[src/rtl/slow_bus_bridge_pkg.sv]
// Shared types and constants for the slow-rate CPU to memory bridge.
// Holds the FSM state enum, abort read value and default widths.
package bus_bridge_pkg;

  localparam int ADDR_W_DEF  = 16;
  localparam int DATA_W_DEF  = 8;
  localparam int TIMEOUT_DEF = 8;
  localparam int CNT_W       = 8;

  localparam logic [63:0] ERR_RDATA = '1;

  typedef enum logic [1:0] {
    IDLE,
    REQ,
    DONE
  } bridge_state_t;

endpackage

[src/rtl/slow_bus_bridge_if.sv]
// Memory-side request/acknowledge bus of the slow bus bridge.
// master: bridge drives req/we/addr/wdata; slave: memory drives ack/rdata.
import bus_bridge_pkg::*;

interface slow_bus_bridge_if #(
  parameter int ADDR_W = ADDR_W_DEF,
  parameter int DATA_W = DATA_W_DEF
);
  logic              mem_req;
  logic              mem_we;
  logic [ADDR_W-1:0] mem_addr;
  logic [DATA_W-1:0] mem_wdata;
  logic              mem_ack;
  logic [DATA_W-1:0] mem_rdata;

  modport master (
    output mem_req,
    output mem_we,
    output mem_addr,
    output mem_wdata,
    input  mem_ack,
    input  mem_rdata
  );

  modport slave (
    input  mem_req,
    input  mem_we,
    input  mem_addr,
    input  mem_wdata,
    output mem_ack,
    output mem_rdata
  );
endinterface

[src/rtl/slow_bus_bridge_req_timeout_counter.sv]
// Counts request cycles; expired is high in the last allowed REQ cycle.
// Ports: clk, nrst, clr (restart at 0), inc (advance), expired.
import bus_bridge_pkg::*;

module req_timeout_counter #(
  parameter int TIMEOUT_CYCLES = TIMEOUT_DEF
) (
  input  logic clk,
  input  logic nrst,
  input  logic clr,
  input  logic inc,
  output logic expired
);

  localparam logic [CNT_W-1:0] LAST =
    CNT_W'(TIMEOUT_CYCLES - 1);

  logic [CNT_W-1:0] cnt_q;

  always_ff @(posedge clk or negedge nrst) begin
    if (!nrst) begin
      cnt_q <= '0;
    end else if (clr) begin
      cnt_q <= '0;
    end else if (inc) begin
      cnt_q <= cnt_q + CNT_W'(1);
    end
  end

  assign expired = (cnt_q == LAST);

endmodule

[src/rtl/slow_bus_bridge.sv]
// Turns a slow_pulse CPU cycle into one mem_req/mem_ack transaction.
// Ports: clk, nrst, CPU side (pulse/addr/wdata/rw/rdata/ready/err), bus.
import bus_bridge_pkg::*;

module slow_bus_bridge #(
  parameter int TIMEOUT_CYCLES = TIMEOUT_DEF,
  parameter int ADDR_W         = ADDR_W_DEF,
  parameter int DATA_W         = DATA_W_DEF
) (
  input  logic              clk,
  input  logic              nrst,
  input  logic              slow_pulse,
  input  logic [ADDR_W-1:0] cpu_addr,
  input  logic [DATA_W-1:0] cpu_wdata,
  input  logic              cpu_rw,
  output logic [DATA_W-1:0] cpu_rdata,
  output logic              cpu_ready,
  output logic              bus_err,
  slow_bus_bridge_if.master bus
);

  bridge_state_t state_q, state_d;

  logic              we_q;
  logic [ADDR_W-1:0] addr_q;
  logic [DATA_W-1:0] wdata_q;
  logic [DATA_W-1:0] rdata_q;
  logic              err_q;

  logic capture;
  logic take_ack;
  logic abort;
  logic cnt_clr;
  logic cnt_inc;
  logic expired;

  req_timeout_counter #(
    .TIMEOUT_CYCLES(TIMEOUT_CYCLES)
  ) u_tmo (
    .clk    (clk),
    .nrst   (nrst),
    .clr    (cnt_clr),
    .inc    (cnt_inc),
    .expired(expired)
  );

  always_ff @(posedge clk or negedge nrst) begin
    if (!nrst) begin
      state_q <= IDLE;
    end else begin
      state_q <= state_d;
    end
  end

  // Ack is checked before expiry so a late ack still wins.
  always_comb begin
    state_d  = state_q;
    capture  = 1'b0;
    take_ack = 1'b0;
    abort    = 1'b0;
    cnt_clr  = 1'b0;
    cnt_inc  = 1'b0;
    unique case (state_q)
      IDLE, DONE: begin
        if (slow_pulse) begin
          capture = 1'b1;
          cnt_clr = 1'b1;
          state_d = REQ;
        end
      end
      REQ: begin
        if (bus.mem_ack) begin
          take_ack = 1'b1;
          state_d  = DONE;
        end else if (expired) begin
          abort   = 1'b1;
          state_d = DONE;
        end else begin
          cnt_inc = 1'b1;
        end
      end
      default: state_d = IDLE;
    endcase
  end

  always_ff @(posedge clk or negedge nrst) begin
    if (!nrst) begin
      we_q    <= 1'b0;
      addr_q  <= '0;
      wdata_q <= '0;
      rdata_q <= '0;
      err_q   <= 1'b0;
    end else begin
      if (capture) begin
        we_q    <= ~cpu_rw;
        addr_q  <= cpu_addr;
        wdata_q <= cpu_wdata;
      end
      if (take_ack && !we_q) begin
        rdata_q <= bus.mem_rdata;
      end
      if (abort) begin
        err_q <= 1'b1;
        if (!we_q) begin
          rdata_q <= DATA_W'(ERR_RDATA);
        end
      end
    end
  end

  assign bus.mem_req   = (state_q == REQ);
  assign bus.mem_we    = we_q;
  assign bus.mem_addr  = addr_q;
  assign bus.mem_wdata = wdata_q;

  assign cpu_ready = (state_q != REQ);
  assign cpu_rdata = rdata_q;
  assign bus_err   = err_q;

endmodule
[src/flat_wrapper.sv]
// flat-port wrapper written by rule: the top's interface ports become plain ports
module slow_bus_bridge_flat 
#(
  parameter int TIMEOUT_CYCLES = TIMEOUT_DEF,
  parameter int ADDR_W         = ADDR_W_DEF,
  parameter int DATA_W         = DATA_W_DEF
)
  (clk, nrst, slow_pulse, cpu_addr, cpu_wdata, cpu_rw, cpu_rdata, cpu_ready, bus_err, bus_mem_req, bus_mem_we, bus_mem_addr, bus_mem_wdata, bus_mem_ack, bus_mem_rdata);
  slow_bus_bridge_if #(.ADDR_W(ADDR_W), .DATA_W(DATA_W)) bus_i ();
  input  logic clk;
  input  logic nrst;
  input  logic slow_pulse;
  input  logic [ADDR_W-1:0] cpu_addr;
  input  logic [DATA_W-1:0] cpu_wdata;
  input  logic cpu_rw;
  output logic [DATA_W-1:0] cpu_rdata;
  output logic cpu_ready;
  output logic bus_err;
  output wire logic [$bits(bus_i.mem_req)-1:0] bus_mem_req;
  output wire logic [$bits(bus_i.mem_we)-1:0] bus_mem_we;
  output wire logic [$bits(bus_i.mem_addr)-1:0] bus_mem_addr;
  output wire logic [$bits(bus_i.mem_wdata)-1:0] bus_mem_wdata;
  input wire logic [$bits(bus_i.mem_ack)-1:0] bus_mem_ack;
  input wire logic [$bits(bus_i.mem_rdata)-1:0] bus_mem_rdata;
  assign bus_mem_req = bus_i.mem_req;
  assign bus_mem_we = bus_i.mem_we;
  assign bus_mem_addr = bus_i.mem_addr;
  assign bus_mem_wdata = bus_i.mem_wdata;
  assign bus_i.mem_ack = bus_mem_ack;
  assign bus_i.mem_rdata = bus_mem_rdata;
  slow_bus_bridge #(.TIMEOUT_CYCLES(TIMEOUT_CYCLES), .ADDR_W(ADDR_W), .DATA_W(DATA_W)) u_core (.clk(clk), .nrst(nrst), .slow_pulse(slow_pulse), .cpu_addr(cpu_addr), .cpu_wdata(cpu_wdata), .cpu_rw(cpu_rw), .cpu_rdata(cpu_rdata), .cpu_ready(cpu_ready), .bus_err(bus_err), .bus(bus_i));
endmodule
[config.mk]
export PLATFORM = sky130hd
export DESIGN_NAME = slow_bus_bridge_flat
export DESIGN_NICKNAME = d
export VERILOG_FILES = /design/src/rtl/slow_bus_bridge_pkg.sv /design/src/rtl/slow_bus_bridge_if.sv /design/src/rtl/slow_bus_bridge_req_timeout_counter.sv /design/src/rtl/slow_bus_bridge.sv /design/src/flat_wrapper.sv
export SDC_FILE = /design/constraint.sdc
export NUM_CORES = 1
export LEC_CHECK = 0
export ABC_AREA = 1
export BUFFER_PORTS_ARGS = -buffer_cell sky130_fd_sc_hd__buf_2
export CORE_ASPECT_RATIO = 0.7
export CORE_MARGIN = 2
export CORE_UTILIZATION = 50
export CTS_BUF_LIST = sky130_fd_sc_hd__clkbuf_4 sky130_fd_sc_hd__clkbuf_8
export DETAILED_ROUTE_END_ITERATION = 12
export PLACE_DENSITY = 0.81
export SYNTH_ARGS = -nofsm -noshare
export SYNTH_HDL_FRONTEND = slang
export SYNTH_SLANG_ARGS = --single-unit
[constraint.sdc]
create_clock -name clk -period 1.4 [get_ports clk]
set_clock_uncertainty 0.05 [all_clocks]
set_input_delay 0.14 -clock clk [delete_from_list [all_inputs] [get_ports clk]]
set_output_delay 0.14 -clock clk [all_outputs]
set_load 0.05 [all_outputs]
; ---- Yosys cells after proc, flatten, opt, wreduce, memory -nomap -nowiden
; Cells that the tools add are included.
[totals]
register_bits = 44
input_bits = 37
output_inout_bits = 36
elab_cells = 40
[op_classes]
add_sub_neg = 1
eq_ne = 6
muxes = 19
bitwise = 1
reduce_logical = 6
[ops]
columns = op, n
row1 = 8-bit two-way mux, 5
row2 = 1-bit two-way mux, 10
row3 = "8-bit by 1-bit adder with 8-bit output, second input constant", 1
row4 = "8-bit by 3-bit equality test with 1-bit output, second input constant", 1
row5 = 2-bit two-way mux, 3
row6 = 2-bit one-hot mux with 2 select lines, 1
row7 = "3-bit by 1-bit != test with 1-bit output, second input constant", 1
row8 = "2-bit by 1-bit equality test with 1-bit output, second input constant", 1
row9 = "2-bit equality test, second input constant", 1
row10 = 2-bit logical NOT, 1
row11 = "2-bit by 1-bit != test with 1-bit output, second input constant", 1
row12 = "2-bit != test, second input constant", 1
row13 = 2-bit AND reduction, 1
row14 = 2-bit nonzero test, 1
row15 = 2-bit OR reduction, 1
row16 = 1-bit logical AND, 1
row17 = 1-bit logical NOT, 1
row18 = 1-bit NOT, 1

; ---- Depth between registers and ports, before layout
; Gate-level depths: netlist (run 1).
[logic_depth]
depth_word = 6
ltp_mapped = 7
mapped_depth_nobuf = 7

; ---- Hierarchy
; Synthesis (run 1) repeated with hierarchy kept, for this count alone.
[unflattened]
hier_cells = 259
hier_area_um2 = 2072.0
[modules_own_cells]
columns = module, n_inst, cells_each, area_each_um2, seq_area_each_um2
row1 = slow_bus_bridge, 1, 199, 1604.0, 900.9
row2 = req_timeout_counter, 1, 60, 467.9, 200.2

; ---- Least setup slack after synthesis (run 1)
; No wires, ideal clock.
[synth_path]
kind = reg-to-reg
start = register u_core.state_q[1]
end = register (tool-made name)
setup_ns = 0.131
arrival_ns = 1.162
required_ns = 1.219
path_slack_ns = 0.057
stages_incl_launch_ff = 7
path_buffers = 0
period_less_slack_ns = 1.343
path_cell_list = dfrtp_1 nor2_8 nand2_4 nor2_8 inv_2 nand2_1 nand3_1
[synth_lines]
columns = item, line_no
row1 = "start, declared", slow_bus_bridge.sv:22  ; bridge_state_t state_q, state_d;
row2 = "start signal, assigned", slow_bus_bridge.sv:51  ; state_q <= state_d;

; ---- Final worst setup path (run 1)
[layout_path]
start = register u_core.u_tmo.cnt_q[0]
end = register u_core.rdata_q[1], in the netlist u_core.cpu_rdata[1]
[layout_via]
elab_chain_cells = 5
[layout_lines]
columns = item, line_no
row1 = "start, declared", slow_bus_bridge_req_timeout_counter.sv:18  ; logic [CNT_W-1:0] cnt_q;
row2 = "start signal, assigned", slow_bus_bridge_req_timeout_counter.sv:26  ; cnt_q <= cnt_q + CNT_W'(1);
row3 = 8-bit by 3-bit equality test with 1-bit output, slow_bus_bridge_req_timeout_counter.sv:30  ; assign expired = (cnt_q == LAST);
row4 = 1-bit two-way mux, slow_bus_bridge.sv:75  ; end else if (expired) begin
row5 = 1-bit two-way mux, slow_bus_bridge.sv:72  ; if (bus.mem_ack) begin
row6 = 1-bit two-way mux, slow_bus_bridge.sv:63  ; unique case (state_q)
row7 = 8-bit two-way mux, slow_bus_bridge.sv:102  ; if (abort) begin
row8 = "end signal, assigned", slow_bus_bridge.sv:100  ; rdata_q <= bus.mem_rdata;
row9 = "end signal, assigned", slow_bus_bridge.sv:105  ; rdata_q <= DATA_W'(ERR_RDATA);
row10 = "end, declared", slow_bus_bridge.sv:27  ; logic [DATA_W-1:0] rdata_q;
; No other way between the ends.
; A chain may end at the register's enable or synchronous reset.

==> metrics.md, run 1 <==
| Metric | Value |
|---|---|
| Skew-Pair Late Insertion Delay | `290 ps` |
| Largest net degree at the start of global routing | `34` |
| Library cells used by synthesis | `20` |
| Final setup TNS | `0 ps` |
| Final hold slack | `6.83 ps` |
| RSZ-0062 raised after global routing | `true` |
| # diodes | `0` |
| Setup ws final | `0.105 ps` |
| Reg2reg start | `u_core.u_tmo.cnt_q[0]` |
| Post-layout min period | `1400 ps` |
| Power per Cell Area | `1770 nW/um^2` |
| Critical path startpoint category | `register` |
| Pre-CTS setup slack | `8.30 ps` |
| Routability congestion estimate | `0.816` |
| Layout net count | `359` |
| Final Hold Violating Endpoints | `0` |
| Pre-antenna DRT Iters | `4` |
| Chain of cells forming the critical path | `ha_2 > nand3_2 > nor2_4 > buf_4 > nand4_4 > nand3_1` |
| # fillers | `266` |
| CP Buf/Inv Count | `1` |
| Post-Syn Nets | `261` |
| FP Rows | `18` |
| Top post-synthesis cells by area | `dfrtp_1, nand2_1, nand3_1, nor2_8, inv_1` |
| YS warnings | `0` |
| MaxCap Viol Count | `0` |
| CP peak stage delay | `400 ps` |
| Fmax achieved | `0.714 GHz` |
| Grt total ovfl | `0` |
| I/O pin count | `73` |
| Mapped Avg Cell Area | `8.76 um^2` |
| Register area share after synthesis | `56.4%` |
| Least-Margin Pin Slew | `530 ps` |
| Drt initial violations | `102` |
| CP required | `1580 ps` |
| Post-DP HPWL | `3030 um` |
| CTS HTree Levels | `2` |
| WL per Instance | `12.2 um` |
| Post-synth top area share | `56.4%` |
| Slew Viols, Final | `0` |
| Layout cells sized above 1 | `32.6%` |
| Critical Path Source | `u_core.u_tmo.cnt_q[0]` |
| DRC violations left | `0` |
| Die width | `78.7 um` |
| Drt total wl | `4560 um` |
| Vias per cell | `4.83` |
| Synth-to-Final Area Change | `38.8%` |
| Final setup vio count | `0` |
| Core footprint | `3630 um^2` |
| Reg2Reg Depth | `6` |
| R2r setup slk | `0.1 ps` |
| Crit end category | `register` |
| Initial antenna violation count | `0` |
| Antenna Nets Post-Route | `0` |
| CP top delay family | `simple AND/OR/NAND/NOR gates` |
| Routed via count | `1796` |
| Crit path kind | `register to register` |
| Worst-path clk slew | `80 ps` |
| Period utilization | `100%` |
| Critical Path AT | `1580 ps` |
| Vias in the first global route | `1647` |
| Worst ir drop on vdd | `0.00115 V` |
| PortBufs | `72` |
| Slowest cell on crit path | `dfrtp_1` |
| Die ar. | `4430 um^2` |
| Leak pwr | `1.51 nW` |
| Cells after Synth | `223` |
| Clock buffer count from CTS | `5` |
| Worst setup path endpoint | `u_core.cpu_rdata[1]` |
| Die height | `56.3 um` |
| Finished Cell Area | `2710 um^2` |
| Total GRT Usage | `21.8%` |
| Rel. slew slack | `64.6%` |
| TritonCTS clock tree | `built` |
| CTS sink cnt | `44` |
| First-pass GRT wire length | `7500 um` |
| Clock root cell | `clkbuf_8` |
| Number of cells on the critical path | `6` |
| CP max FO | `8` |
| Starting density of the core | `53.9%` |
| Cell area after synthesis | `1950 um^2` |
| Max Root-Sink Buffers | `2` |
| Area after DPL | `2400 um^2` |
| Hold crit path type | `input pin to register` |
| #FFs+latches synth | `44` |
| Cell taking the most area after synthesis | `dfrtp_1` |
| Status | `completed` |
| Worst reg2reg path endpoint | `u_core.cpu_rdata[1]` |
registers in the layout (all words and copies together), names as in the netlist, named ones only:
name / cells
u_core.bus_err: 1
u_core.bus.mem_we: 1
u_core.bus.mem_addr: 16
u_core.bus.mem_wdata: 8
u_core.cpu_rdata: 4
u_core.state_q: 2
u_core.u_tmo.cnt_q: 8
where the power goes:
part / internal, W / total [W] / leakage, nW / switching, W
registers: 0.00160 / 0.00180 / 0.553 / 0.000205
logic: 0.000548 / 0.00222 / 0.912 / 0.00168
clock network: 0.000348 / 0.000763 / 0.0479 / 0.000415
total: 0.00249 / 0.00479 / 1.51 / 0.00230
metrics by stage:
stage	power [W]	std cells	utilization, %
after floorplan	0.00341	223	-
after global placement	0.00392	343	66.2
after detailed placement	0.00395	343	66.2
after CTS	0.00477	368	73.4
after global routing	0.00508	372	74.7
final	0.00479	372	74.7
worst min-delay path by stage:
stage	slack, ps	cells past startpoint	end	from
4_1_cts	1	3	u_core.bus.mem_addr[1]	cpu_addr[1]
2_1_floorplan	-210	0	async pin	nrst
6_report	7	3	u_core.bus.mem_addr[1]	cpu_addr[1]
3_3_place_gp	40	1	u_core.state_q[1]	nrst
3_5_place_dp	40	1	u_core.state_q[1]	nrst
5_1_grt	1	3	u_core.bus.mem_wdata[7]	cpu_wdata[7]
per-layer routing:
metal	wire length, um	part of all wire [%]	track usage, %
met1	2000	44	29.8
met2	2150	47	33.9
met3	395	8.7	7.88
met4	16	0.35	3.76
met5	0	0	0
Yosys cell counts (all sizes together):
cell type and number:
xor2 2, dfrtp 44, nand3 19, buf 4
o21ai 1, nand4 4, o21bai 2, nand2 119
inv 12, xnor2 1, nor2 12, ha 1
clkbuf 2
worst register-to-register path, cell delays in order (launching register included):
cell and delay (ps):
dfrtp_1 400, ha_2 210, nand3_2 90, nor2_4 190, buf_4 150, nand4_4 130, nand3_1 110
layout by cell type (no fill, tap or decap), drive strengths merged:
cell	instances
clkbuf	5
buf	79
xnor2	1
nand2	119
dlygate4sd3	17
nand4	4
clkinv	3
dfrtp	44
ha	1
nand3	19
o21ai	1
inv	12
xor2	2
nor2	13
o21bai	2
kinds of logic after synthesis:
group / after synthesis / synth area share, %
AND/OR/NAND/NOR: 154 / 36.8
AO/OA/AOI/OAI: 3 / 1.02
buffers and inverters: 18 / 3.84
XOR/XNOR: 3 / 1.35
adder cells (fa/ha/maj): 1 / 0.641
flip-flops: 44 / 56.4
area by class of cell:
cell class	count	area [um^2]	share of cell area, %
Sequential cell	44	1100	40.7
Multi-Input combinational cell	162	800	29.5
Timing Repair Buffer	96	613	22.6
Clock buffer	5	68.8	2.54
Tap cell	50	62.6	2.31
Inverter	12	45.0	1.66
Clock inverter	3	18.8	0.693
what timing repair did:
action | 4_1_cts | 5_1_grt
gates resized for setup | 1 | 5
hold buffers | 17 | 0
hold endpoints to repair | 32 | 0
cloned | 0 | 1
buffers inserted | 0 | 3
pin swaps | 1 | 6
setup endpoints to repair | 9 | 19
Note: power is estimated with default switching activity, not from simulation.
==> inputs of run 2 (changes only) <==
--- a/config.mk
+++ b/config.mk
@@ -5,14 +5,13 @@
 export SDC_FILE = /design/constraint.sdc
 export NUM_CORES = 1
 export LEC_CHECK = 0
-export ABC_AREA = 1
 export BUFFER_PORTS_ARGS = -buffer_cell sky130_fd_sc_hd__buf_2
 export CORE_ASPECT_RATIO = 0.7
 export CORE_MARGIN = 2
 export CORE_UTILIZATION = 50
 export CTS_BUF_LIST = sky130_fd_sc_hd__clkbuf_4 sky130_fd_sc_hd__clkbuf_8
 export DETAILED_ROUTE_END_ITERATION = 12
-export PLACE_DENSITY = 0.81
+export PLACE_DENSITY = 0.82
 export SYNTH_ARGS = -nofsm -noshare
 export SYNTH_HDL_FRONTEND = slang
 export SYNTH_SLANG_ARGS = --single-unit
==> metrics.md, run 2 <==
| Metric | Value |
|---|---|
| #FFs+latches synth | `44 (unchanged)` |
| Vias per cell | `4.99 (+3.3%)` |
| Reg power frac | `35.6% (-2.0 points)` |
| Cell taking the most area after synthesis | `dfrtp_1` |
| First-pass GRT wire length | `7430 um (-0.92%)` |
| Post-DP HPWL | `2930 um (-3.3%)` |
| Post-synth EDFFs | `0 (unchanged)` |
| Layout net count | `340 (-5.3%)` |
| Drt total wl | `5270 um (+16%)` |
| Die ar. | `4150 um^2 (-6.3%)` |
| Fmax achieved | `0.600 GHz (-16%)` |
| Period utilization | `119% (+19 points)` |
| Starting density of the core | `51.9% (-2.0 points)` |
| Finished Cell Area | `2830 um^2 (+4.6%)` |
| Post-synth top area share | `60.4% (+4.1 points)` |
| Antenna Nets Post-Route | `0 (unchanged)` |
| CTS HTree Levels | `2 (unchanged)` |
| Post-Syn Nets | `226 (-13%)` |
| Hold crit path type | `input pin to register` |
| Ys async rst share | `100% (unchanged)` |
| Least-Margin Pin Slew | `384 ps (-146 ps)` |
| Drt initial violations | `125 (+23%)` |
| Critical path startpoint category | `register` |
| Cells after Synth | `188 (-16%)` |
| Most frequent cells in the layout | `nand2_1, buf_2, dfrtp_1, dlygate4sd3_1, buf_4` |
| Initial antenna violation count | `0 (unchanged)` |
| Top post-synthesis cells by area | `dfrtp_1, nand2_1, mux2i_1, nor2_1, xnor2_1` |
| Register area share after synthesis | `60.4% (+4.1 points)` |
| YS warnings | `0 (unchanged)` |
| Post-layout min period | `1670 ps (+268 ps)` |
| DRC violations left | `0 (unchanged)` |
| CP max FO | `3 (-5)` |
| Clk pwr share | `16.2% (+0.3 points)` |
| Vias in the first global route | `1667 (+1.2%)` |
| Slew Viols, Final | `0 (unchanged)` |
| Routed via count | `1761 (-1.9%)` |
| Power per Cell Area | `1820 nW/um^2 (+2.9%)` |
| Crit end category | `register` |
| Total GRT Usage | `23.3% (+1.6 points)` |
| Library cells used by synthesis | `25 (+25%)` |
| Die width | `76.1 um (-3.2%)` |
| Most common cell in the netlist | `nand2_1` |
| Rel. slew slack | `74.4% (+9.8 points)` |
| Final Total Pwr | `0.00515 W (+7.6%)` |
| Mapped Avg Cell Area | `9.69 um^2 (+11%)` |
| Cell area after synthesis | `1820 um^2 (-6.7%)` |
| Synth top cells by count | `nand2_1, dfrtp_1, mux2i_1` |
| # diodes | `0 (unchanged)` |
| Primary FF master, synth | `dfrtp_1` |
| Clock buffer count from CTS | `5 (unchanged)` |
| Pre-antenna DRT Iters | `4 (unchanged)` |
| Core footprint | `3510 um^2 (-3.1%)` |
| MaxCap Viol Count | `0 (unchanged)` |
| Max Root-Sink Buffers | `2 (unchanged)` |
| Max reg flops | `16 (unchanged)` |
| CP required | `1530 ps (-50 ps)` |
| Commonest non-fill, non-tap cell in the layout | `nand2_1` |
| FP Rows | `18 (unchanged)` |
| Skew-Pair Late Insertion Delay | `300 ps (about the same)` |
| I/O pin count | `73 (unchanged)` |
| Largest net degree at the start of global routing | `31 (-8.8%)` |
| Total net switching power | `0.00242 W (+5.3%)` |
| Die height | `54.5 um (-3.2%)` |
| Clock root cell | `clkbuf_8` |
| Final hold slack | `-8.14 ps (-15.0 ps)` |
| Grt total ovfl | `0 (unchanged)` |
| Switching Fraction | `46.9% (-1.0 points)` |
| CTS sink cnt | `44 (unchanged)` |
| Layout cells sized above 1 | `41.9% (+9.3 points)` |
| Worst ir drop on vdd | `0.00112 V (-2.4%)` |
| Area after DPL | `2400 um^2 (-0.10%)` |
| RSZ-0062 raised after global routing | `true` |
| Comb power frac | `48.2% (+1.8 points)` |
| # fillers | `200 (-25%)` |
| Leak pwr | `1.52 nW (+0.75%)` |
| Synth-to-Final Area Change | `55.6%` |
| Critical Path AT | `1800 ps (+220 ps)` |
| Failing checks | `hold timing, setup timing` |
| Setup ws final | `-268 ps (-268 ps)` |
| Routability congestion estimate | `0.785 (-3.8%)` |
| Status | `complete, but fails checks` |
| PortBufs | `72 (unchanged)` |
| Cell internal pwr | `0.00274 W (+9.7%)` |
| WL per Instance | `14.9 um (+22%)` |
| Crit path kind | `register to register` |
| TritonCTS clock tree | `built` |
| Final setup vio count | `19 (+19)` |
| Worst-path clk slew | `80 ps (about the same)` |
| Final Hold Violating Endpoints | `4 (+4)` |
[run 2: final cells by class]
| cell class | count | area, um^2 | share of cell area [%] |
|---|---|---|---|
| clock buffers | 7 | 90.1 | 3.18 |
| clock inverters | 1 | 7.51 | 0.265 |
| multi-input cells | 135 | 785 | 27.7 |
| inverters | 2 | 7.51 | 0.265 |
| repair buffers | 114 | 781 | 27.5 |
| flip-flops and latches | 44 | 1100 | 38.9 |
| well taps | 50 | 62.6 | 2.21 |
[run 2: cells by family (layout without fill, tap and decap cells)]
family	after synthesis	after routing	synth area share, %
AO/OA/AOI/OAI	6	6	2.88
buffers and inverters	9	124	1.99
adder cells (fa/ha/maj)	1	1	0.687
multiplexers	11	11	6.04
flip-flops	44	44	60.4
AND/OR/NAND/NOR	113	113	26.0
XOR/XNOR	4	4	1.92
[run 2: critical path, stage by stage (launching register included)]
cell and delay [ps]:
dfrtp_1 380, or4_4 570, o31ai_4 310, nor2_1 100, mux2i_1 130
[run 2: repair_timing]
| item | in CTS | in global routing |
|---|---|---|
| gates resized for setup | 7 | 26 |
| endpoints found under the hold margin | 32 | 0 |
| hold buffers | 18 | 0 |
| pin swaps | 10 | 8 |
| setup buffers | 3 | 4 |
| setup endpoints to repair | 19 | 21 |
| cloned | 0 | 0 |
[run 2: stage by stage]
stage / worst slack (ps) / hold WS (ps) / setup TNS (ps) / util, % / cells
global placement: -193 / 26.0 / -1690 / 68.3 / 322
CTS: -223 / 0.844 / -2850 / 77.8 / 351
finish: -268 / -8.14 / -3660 / 80.7 / 353
global route: -330 / -3.04 / -4640 / 80.7 / 353
detailed placement: -212 / 31.0 / -2260 / 68.3 / 322
floorplan: -542 / -206 / -4900 / - / 188
[run 2: power by group through the flow]
stage	registers (W)	logic, W	clock network [W]
after detailed placement	0.00182	0.00226	0
after global routing	0.00187	0.00261	0.000899
after global placement	0.00180	0.00222	0
final	0.00184	0.00248	0.000836
after floorplan	0.00291	0.000499	0
after CTS	0.00180	0.00232	0.000829
[run 2: path summary, 6_finish.rpt]
kind                                        from                      end  slack, ps  cells past startpoint
setup / recovery           u_core.u_tmo.cnt_q[7]    u_core.u_tmo.cnt_q[3]       -270                      4
max in group asynchronous                   nrst   u_core.bus.mem_addr[5]        480                      3
min in group asynchronous                   nrst      u_core.cpu_rdata[2]        240                      2
hold / removal                      cpu_addr[13]  u_core.bus.mem_addr[13]         -8                      3
hold reg to reg                   u_core.bus_err           u_core.bus_err        410                      1
setup reg to reg           u_core.u_tmo.cnt_q[7]    u_core.u_tmo.cnt_q[3]       -270                      4
[run 2: layer usage]
| metal | part of all wire (%) | vias to the layer above | track usage (%) |
|---|---|---|---|
| li1 | - | 824 | - |
| met1 | 40 | 850 | 28.2 |
| met2 | 51 | 79 | 43.6 |
| met3 | 7.6 | 8 | 5.61 |
| met4 | 1.8 | 0 | 6.67 |
| met5 | 0 | - | 0 |
==> inputs of run 3 (changes only) <==
--- a/config.mk
+++ b/config.mk
@@ -7,7 +7,6 @@
 export LEC_CHECK = 0
 export BUFFER_PORTS_ARGS = -buffer_cell sky130_fd_sc_hd__buf_2
 export CORE_ASPECT_RATIO = 0.7
-export CORE_MARGIN = 2
 export CORE_UTILIZATION = 50
 export CTS_BUF_LIST = sky130_fd_sc_hd__clkbuf_4 sky130_fd_sc_hd__clkbuf_8
 export DETAILED_ROUTE_END_ITERATION = 12
==> metrics.md, run 3 (synthesis results as in run 2) <==
| Metric | Value |
|---|---|
| Routed via count | `1756 (-0.28%)` |
| CTS HTree Levels | `2 (unchanged)` |
| Critical hold path startpoint | `cpu_addr[9]` |
| Die width | `74.1 um (-2.6%)` |
| Failing checks | `setup timing` |
| Clock buffer count from CTS | `5 (unchanged)` |
| WL per Instance | `14.5 um (-3.2%)` |
| Vias in the first global route | `1668 (+0.060%)` |
| Most frequent cells in the layout | `nand2_1, buf_2, dfrtp_1, buf_4, dlygate4sd3_1` |
| Critical Path AT | `1870 ps (+70 ps)` |
| Final setup vio count | `19 (unchanged)` |
| Placed Cells | `320 (-0.62%)` |
| Least-Margin Pin Slew | `353 ps (-31.8 ps)` |
| Critical path startpoint category | `register` |
| Synth-to-Final Area Change | `54.2%` |
| Layout cells sized above 1 | `39.7% (-2.2 points)` |
| Core footprint | `3320 um^2 (-5.6%)` |
| Drt total wl | `5120 um (-2.9%)` |
| Non-Filler Instances | `354 (+0.28%)` |
| Grt total ovfl | `0 (unchanged)` |
| # diodes | `0 (unchanged)` |
| Slew Viols, Final | `0 (unchanged)` |
| CP max FO | `8 (+5)` |
| Setup ws final | `-292 ps (-23.8 ps)` |
| Starting density of the core | `54.9% (+3.1 points)` |
| Die ar. | `3890 um^2 (-6.2%)` |
| Hold Path Stages | `3 (unchanged)` |
| Period utilization | `121% (+1.7 points)` |
| Layout net count | `345 (+1.5%)` |
| Post-DP HPWL | `2830 um (-3.2%)` |
| Reg2Reg Depth | `6 (+2)` |
| Max Root-Sink Buffers | `2 (unchanged)` |
| Reg2reg start | `u_core.u_tmo.cnt_q[7]` |
| Area after DPL | `2400 um^2 (+0.16%)` |
| DRC violations left | `0 (unchanged)` |
| Rel. slew slack | `76.5% (+2.1 points)` |
| Critical Path Source | `u_core.u_tmo.cnt_q[7]` |
| Initial antenna violation count | `0 (unchanged)` |
| Status | `complete, but fails checks` |
| PortBufs | `72 (unchanged)` |
| RSZ-0062 raised after global routing | `true` |
| Largest net degree at the start of global routing | `45 (+45%)` |
| Final setup TNS | `-4330 ps (-664 ps)` |
| MaxCap Viol Count | `0 (unchanged)` |
| Crit path kind | `register to register` |
| Total GRT Usage | `27.0% (+3.7 points)` |
| Routability congestion estimate | `0.784 (-0.14%)` |
| TritonCTS clock tree | `built` |
| Fmax achieved | `0.591 GHz (-1.4%)` |
| FP Rows | `17 (-1)` |
| Vias per cell | `4.96 (-0.57%)` |
| Final Hold Violating Endpoints | `0 (-4)` |
| Antenna Nets Post-Route | `0 (unchanged)` |
| First-pass GRT wire length | `7480 um (+0.65%)` |
| Commonest non-fill, non-tap cell in the layout | `nand2_1` |
| CTS sink cnt | `44 (unchanged)` |
| Power per Cell Area | `1780 nW/um^2 (-2.2%)` |
| I/O pin count | `73 (unchanged)` |
| Crit end category | `register` |
| Pre-antenna DRT Iters | `4 (unchanged)` |
| Die height | `52.5 um (-3.7%)` |
| Post-layout min period | `1690 ps (+23.8 ps)` |
| Skew-Pair Late Insertion Delay | `290 ps (about the same)` |
| Max reg flops | `16 (unchanged)` |
| Final Total Pwr | `0.00500 W (-3.1%)` |
| Leak pwr | `1.54 nW (+0.98%)` |
| Finished Cell Area | `2810 um^2 (-0.88%)` |
| Clock root cell | `clkbuf_8` |
| CP required | `1580 ps (+50 ps)` |
| Worst-path clk slew | `70 ps (about the same)` |
| Worst ir drop on vdd | `0.00126 V (+13%)` |
| Drt initial violations | `156 (+25%)` |
| Core Util, Final | `84.7% (+4.0 points)` |
| Hold crit path type | `input pin to register` |
==> run 3: cell count changes in the layout (fill, tap and decap cells not counted), moves of 2 or more <==
cell,delta
dlygate4sd3_1,+2
buf_4,+4
nand2_1,+5
nand2_2,-5
==> run 3: layout make-up <==
cell class	count	area, um^2
clock buffers	6	76.3
clock inverters	1	5.00
fillers	186	509
inverters	2	7.51
multi-input cells	135	744
flip-flops and latches	44	1100
well taps	47	58.8
repair buffers	119	816
==> run 3: what timing repair did <==
| action | CTS | global route |
|---|---|---|
| hold buffers | 20 | 0 |
| hold endpoints to repair | 63 | 0 |
| endpoints found under the setup margin | 20 | 20 |
| buffers inserted | 3 | 4 |
| pin swaps | 8 | 6 |
| resized for setup | 8 | 12 |
==> run 3: routing by layer <==
| metal | GRT usage [%] | share of wire [%] | vias to the layer above |
|---|---|---|---|
| li1 | - | - | 831 |
| met1 | 33.6 | 42 | 853 |
| met2 | 46.7 | 51 | 68 |
| met3 | 6.92 | 5.9 | 4 |
| met4 | 7.69 | 0.35 | 0 |
| met5 | 0 | 0 | - |
==> run 3: per-stage QoR <==
| stage | worst slack [ps] | hold WS, ps |
|---|---|---|
| 2_1_floorplan | -542 | -206 |
| 3_3_place_gp | -195 | 84.9 |
| 3_5_place_dp | -213 | 82.2 |
| 4_1_cts | -226 | 1.32 |
| 5_1_grt | -337 | 5.30 |
| 6_report | -292 | 3.85 |
==> run 3: final timing paths <==
path,to,slack [ps]
min reg2reg,u_core.bus.mem_wdata[5],430
max,register,-290
min in group asynchronous,u_core.cpu_rdata[1],320
max in group asynchronous,u_core.bus.mem_addr[4],790
max reg2reg,register,-290
min,u_core.bus.mem_addr[9],4
==> run 3: report_power, final <==
part / switching, W / internal, W
combinational: 0.00174 / 0.000704
clock: 0.000385 / 0.000358
sequential: 0.000196 / 0.00161
==> run 3: critical path, stage by stage, from the launching register on <==
cell     delay, ps
dfrtp_1        400
or4_4          580
buf_4          160
nor3_4         140
buf_6          130
nand2_4         80
nand2_1         80
